--- src/rtl/prog_sram_writer.sv ---
// Buffers program-loader write strobes in a small FIFO and replays them onto an
// asynchronous SRAM with programmable setup/strobe/hold, tracking count, checksum and overflow.
`timescale 1ns/1ps
module prog_sram_writer #(
  parameter int unsigned DEPTH     = 4,
  parameter int unsigned SETUP     = 1,
  parameter int unsigned WE_CYCLES = 2,
  parameter int unsigned HOLD      = 1
) (
  input  logic        clk,
  input  logic        reset,
  input  logic [20:0] adr,
  input  logic [7:0]  data,
  input  logic        write,
  input  logic        clear,
  output logic [20:0] sram_adr,
  output logic [7:0]  sram_dq_out,
  output logic        sram_dq_oe,
  output logic        sram_ce_n,
  output logic        sram_we_n,
  output logic        sram_oe_n,
  output logic        busy,
  output logic        overflow,
  output logic [20:0] byte_count,
  output logic [7:0]  checksum
);

  localparam int unsigned ADR_W  = 21;
  localparam int unsigned DATA_W = 8;
  localparam int unsigned PTR_W  = (DEPTH > 1) ? $clog2(DEPTH) : 1;
  localparam int unsigned CNT_W  = 16;

  typedef enum logic [1:0] {S_IDLE, S_SETUP, S_STROBE, S_HOLD} state_t;

  state_t             state;
  logic [CNT_W-1:0]   phase_cnt;
  logic [ADR_W-1:0]   fifo_adr  [DEPTH];
  logic [DATA_W-1:0]  fifo_data [DEPTH];
  logic [PTR_W-1:0]   wr_ptr, rd_ptr;
  logic [PTR_W:0]     count;
  logic [PTR_W:0]     count_nxt;
  logic               empty, full, push, pop, drop, seq_done, busy_nxt;

  assign sram_oe_n = 1'b1;

  assign empty     = (count == '0);
  assign full      = (count == (PTR_W+1)'(DEPTH));
  assign pop       = (state == S_IDLE) && !empty;
  assign push      = write && (!full || pop);
  assign drop      = write && full && !pop;
  assign seq_done  = (state == S_HOLD) && (phase_cnt == '0);
  assign count_nxt = count + (PTR_W+1)'(push) - (PTR_W+1)'(pop);
  assign busy_nxt  = (count_nxt != '0) || pop || ((state != S_IDLE) && !seq_done);

  // FIFO storage needs no reset; occupancy is governed by count
  always_ff @(posedge clk) begin
    if (push) begin
      fifo_adr[wr_ptr]  <= adr;
      fifo_data[wr_ptr] <= data;
    end
  end

  always_ff @(posedge clk or posedge reset) begin
    if (reset) begin
      wr_ptr <= '0;
      rd_ptr <= '0;
      count  <= '0;
      busy   <= 1'b0;
    end else begin
      if (push) wr_ptr <= wr_ptr + PTR_W'(1);
      if (pop)  rd_ptr <= rd_ptr + PTR_W'(1);
      count <= count_nxt;
      busy  <= busy_nxt;
    end
  end

  // SRAM write sequencer; every pin is driven from a flop
  always_ff @(posedge clk or posedge reset) begin
    if (reset) begin
      state       <= S_IDLE;
      phase_cnt   <= '0;
      sram_adr    <= '0;
      sram_dq_out <= '0;
      sram_dq_oe  <= 1'b0;
      sram_ce_n   <= 1'b1;
      sram_we_n   <= 1'b1;
    end else begin
      case (state)
        S_IDLE: begin
          if (!empty) begin
            sram_adr    <= fifo_adr[rd_ptr];
            sram_dq_out <= fifo_data[rd_ptr];
            sram_ce_n   <= 1'b0;
            sram_dq_oe  <= 1'b1;
            phase_cnt   <= CNT_W'(SETUP - 1);
            state       <= S_SETUP;
          end
        end
        S_SETUP: begin
          if (phase_cnt == '0) begin
            sram_we_n <= 1'b0;
            phase_cnt <= CNT_W'(WE_CYCLES - 1);
            state     <= S_STROBE;
          end else begin
            phase_cnt <= phase_cnt - CNT_W'(1);
          end
        end
        S_STROBE: begin
          if (phase_cnt == '0) begin
            sram_we_n <= 1'b1;
            phase_cnt <= CNT_W'(HOLD - 1);
            state     <= S_HOLD;
          end else begin
            phase_cnt <= phase_cnt - CNT_W'(1);
          end
        end
        S_HOLD: begin
          if (phase_cnt == '0) begin
            sram_ce_n  <= 1'b1;
            sram_dq_oe <= 1'b0;
            state      <= S_IDLE;
          end else begin
            phase_cnt <= phase_cnt - CNT_W'(1);
          end
        end
      endcase
    end
  end

  // Commit statistics; a commit coinciding with clear lands on the cleared values
  always_ff @(posedge clk or posedge reset) begin
    if (reset) begin
      byte_count <= '0;
      checksum   <= '0;
      overflow   <= 1'b0;
    end else begin
      if (seq_done) begin
        byte_count <= clear ? ADR_W'(1) : byte_count + ADR_W'(1);
        checksum   <= clear ? sram_dq_out : checksum + sram_dq_out;
      end else if (clear) begin
        byte_count <= '0;
        checksum   <= '0;
      end
      if (drop)       overflow <= 1'b1;
      else if (clear) overflow <= 1'b0;
    end
  end

endmodule

--- config.mk ---
export PLATFORM = sky130hd
export DESIGN_NAME = prog_sram_writer
export DESIGN_NICKNAME = d
export VERILOG_FILES = /design/src/rtl/prog_sram_writer.sv
export SDC_FILE = /design/constraint.sdc
export NUM_CORES = 1
export LEC_CHECK = 0
export CAP_MARGIN = 15
export CORE_UTILIZATION = 50
export DETAILED_ROUTE_END_ITERATION = 10
export PLACE_DENSITY_LB_ADDON = 0.1
export SLEW_MARGIN = 15
export SYNTH_ARGS = -nofsm -noshare
export SYNTH_HDL_FRONTEND = slang
export SYNTH_SLANG_ARGS = --single-unit
--- constraint.sdc ---
create_clock -name clk -period 3.7 [get_ports clk]
set_input_delay 0.37 -clock clk [delete_from_list [all_inputs] [get_ports clk]]
set_output_delay 0.37 -clock clk [all_outputs]
set_load 0.02 [all_outputs]
==> results.txt <==
The chip width is approximately 130 um. The cell-internal power came out at 5.520 mW. Once the floorplan was initialized, standard cells occupied around half of the core.

The endpoint identified for the worst register-to-register timing path is busy. Across the run, the number of max-cap violations was 0. The clock transition at the registers of the reported paths is 0.06 ns. The number of top-level pins is 97. The number of buffers created by CTS is 22. The number of distinct library cells after synthesis is 56. The largest fanout of any net on the critical path is 8.

Once detail routing completed, the nets flagged for antenna violations numbered 0. The CTS sink count came out at 204. The post-synthesis instance area came out at 8702 um2. For this block, the via count after detailed routing is 5417. The worst-path cell with the longest stage delay is fa_1. The total inserted antenna cells came out at 0. The first-pass detailed-route iteration total is 4. Port buffering added 95 buffers. The clock share of power is 24.5%.

The post-route fraction of the period consumed by the critical path is 75.76%. The final setup violation count is 0. The top cell type by total area after synthesis is edfxtp_1. The synthesis-to-layout area growth came out at 21.88%. The top flip-flop cell by instance count after synthesis is edfxtp_1.

The worst setup path is launched from a flop. The time the final worst path needs with I/O delays and setup is 2.803 ns. Derived from the worst setup path, the maximum achievable clock frequency is approximately 0.36 GHz. The count of state elements after synthesis is 204.

The core region is 16760 um2. TritonCTS built the clock tree. The post-route DRC violation count is 0. The standard cell area after detailed placement came out at 9921 um2. In this run the clock root is driven by a clkbuf_16. The critical path in this run is classified as flop to flop.

The fraction of registers with async set or reset after synthesis came out at 43.14%. The area of the die came out at 17940 um2. The CTS H-tree depth came out at 1. In this run the critical register-to-register path is launched from state[0]. The floorplan step set the die height to 133.9 um.

The wire length of the first global-routing pass is 29900 um. The number of enable-type register cells in the synthesized netlist came out at 116. The cell total after placement came out at 947. The analysis attributes to net switching a power of 2.932 mW. The post-synthesis instance total came out at 649. The via count of the first global-routing pass came out at around 5700. The cts-stage hold buffer count came out at 0. The top cell type's share of synthesized area is 40.03%. Once the clock tree was built, the resizer swapped 0 gates to a different size. After synthesis, the cell types taking the most area are edfxtp_1 (40%), dfrtp_1 (25%), mux4_2 (7.5%). The end-of-flow core utilization is 63.28%. In this run the power density over the cells is 796.8 nW/um2. The floorplan row count came out at 47.

The total design power is 8.451 mW. The relative max-transition margin is 48.70%. Of the cells placed in the final design, the portion with a size suffix greater than 1 is between 10% and 20%. Grouping stages by cell kind, the critical path spends the most delay in adder cells. The clock reaches the later pin of the worst-skew pair after 0.50 ns.

After global routing the overflow that remains totals 0. At the pin with the least slew margin, the transition time is 0.7695 ns. The post-synthesis area per instance came out at 13.41 um2. The final setup TNS is 0 ns. Detailed placement ended at an HPWL of 11300 um. Summed over all cells, the static leakage comes to 4.199 nW.

Setup repair after global routing left no endpoint under its margin. The final hold violation count came out at 0. Global routing consumed, over all layers together, 21.34% of the routing resources. Fill cells in the final layout number 1250. The maximum number of pins on one net before global-route repair is 55. The congestion estimate from routability-driven global placement came to 0.8227. Of the total power, combinational logic draws 34.9%. The number of DRC markers after the initial detailed-route iteration came out at around 250.

The final routed wire length divided by cell count came out at 18.25 um. The data arrival at the endpoint of the critical path came out at roughly 3.2 ns. Of the total power, the share spent switching nets is between 30% and 40%. The count of placed standard cells in the final layout, fillers left out is roughly 990. The largest stage delay on the critical path is between 0.4 and 0.5 ns.

The number of pins with negative max-slew slack in the final report came out at 0. The net count after synthesis came out at 704. The post-detailed-route via-to-cell ratio came out at about 5.5.

The largest buffer count on any clock path is 3. The power share of the sequential group is 40.6%. The path class of the tightest hold or removal check is primary input to asynchronous set/reset pin.

Sequential cells were found to cover 65.36% of the synthesized design area. The worst setup path is captured at a flop. The summed area of non-filler cells in the final layout came out at 10610 um2. Traced cell by cell, the critical path runs through inv_1 -> ha_1 -> nor4b_1 -> nor2b_1 -> inv_1 -> ha_1 -> inv_1 -> ha_1 -> fa_1 -> nor4_1 -> o21ai_1.

Measured in cells, the most critical reg-to-reg path has a length of 11. The run finished with clean final reports. Yosys printed 0 warnings. VDD sags by at most 0.5335 mV. Across the routed clock network, the largest skew measured is 0.01052 ns.

The number of antenna violations at the first check in global routing came to 0. The number of nets in the finished design is roughly 800. For flop-to-flop paths, the worst setup slack is 0.90 ns. The number of setup buffers added after CTS came out at 0. At the worst endpoint, the required time is around 4.1 ns. The buffer and inverter count on the worst path came out at 3. The aggregate routed wire length came out at 18010 um.
metrics by stage:
step / hold WS [ns] / setup WS [ns]
final: 0.2848 / 0.8967
after global routing: 0.3512 / 0.5805
after CTS: 0.3063 / 0.8871
after detailed placement: 0.4627 / 0.8953
after global placement: 0.4564 / 0.9569
after floorplan: 0.4445 / 1.055
power groups by stage:
| stage | sequential [mW] | clock, mW | combinational [mW] |
|---|---|---|---|
| 2_1_floorplan | 3.52 | 0 | 1.82 |
| 6_report | 3.43 | 2.07 | 2.95 |
| 3_3_place_gp | 3.44 | 0 | 2.91 |
| 5_1_grt | 3.50 | 2.20 | 3.28 |
| 4_1_cts | 3.43 | 2.11 | 3.00 |
| 3_5_place_dp | 3.47 | 0 | 2.98 |
placed cells by master, fill, tap and decap left out, types with 3 or more instances in the layout:
master,synthesis,routed
edfxtp_1,116,116
nand2_1,111,111
clkdlybuf4s50_1,0,95
dfrtp_1,86,85
nor2_1,40,40
o21ai_0,34,34
mux4_2,29,29
clkbuf_16,0,22
xor2_1,21,21
ha_1,20,20
nand3_1,19,19
inv_1,16,15
a21oi_1,14,14
nor3_1,13,13
nand4_1,10,10
buf_4,1,10
and2_1,7,7
and3_1,6,6
nor2b_1,6,6
and4_1,5,5
o21ai_1,5,5
clkinv_1,1,5
xnor2_1,5,5
a21o_1,5,5
clkinv_2,0,5
clkbuf_1,19,5
nor4_1,4,4
or3_1,4,4
nand3b_1,4,4
o41ai_1,4,4
nand2b_1,3,3
mux2i_1,3,3
cells in the mapped netlist, drive strengths merged (3+ instances only):
cell type / number
a21o: 5
a21oi: 14
and2: 7
and3: 6
and4: 5
buf: 10
clkbuf: 19
dfrtp: 86
edfxtp: 116
ha: 20
inv: 16
mux2i: 3
mux4: 29
nand2: 111
nand2b: 3
nand3: 19
nand3b: 4
nand4: 11
nor2: 40
nor2b: 6
nor3: 13
nor3b: 3
nor4: 5
o21ai: 39
o41ai: 4
or3: 4
xnor2: 5
xor2: 21
final cells by class:
cell class	count	area (um2)	area share [%]
Tap cell	220	275.3	2.595
Clock inverter	11	88.84	0.8376
Multi-Input combinational cell	399	2825	26.64
Inverter	17	65.06	0.6134
Clock buffer	29	596.8	5.627
Timing Repair Buffer	107	1066	10.05
Sequential cell	204	5689	53.64
cells by family (layout without fill, tap and decap cells):
kind of cell,after synthesis,count (layout),share of synthesized area [%]
AOI/OAI and AO/OA,74,74,4.989
muxes,33,33,7.980
xor gates and xnor gates,26,26,2.617
DFF,204,204,65.36
other,1,1,0.04309
and+or+nand+nor,243,243,13.50
buffers and inverters,46,164,2.171
adders and majority gates,22,22,3.336
metal layers:
layer / track usage [%] / wire length [um]
met3: 3.515 / 779
met2: 36.27 / 8917
met4: 5.808 / 278
met1: 28.53 / 8036
met5: 0 / 0
registers in the layout (all words and copies together), names as in the netlist, 3 cells and up:
signal,flops
count,3
fifo_data,32
sram_adr,21
fifo_adr,84
phase_cnt,16
checksum,8
byte_count,21
sram_dq_out,8
worst max-delay path by stage:
stage	startpoint	endpoint	slack, ns	cells after the start
6_report	state[0]	busy	0.90	11
5_1_grt	state[0]	busy	0.58	12
4_1_cts	state[0]	busy	0.89	11
3_5_place_dp	state[0]	busy	0.90	11
3_3_place_gp	write	busy	0.96	9
2_1_floorplan	reset	busy	1.05	1
No activity file was read; power rests on OpenSTA's default activity.
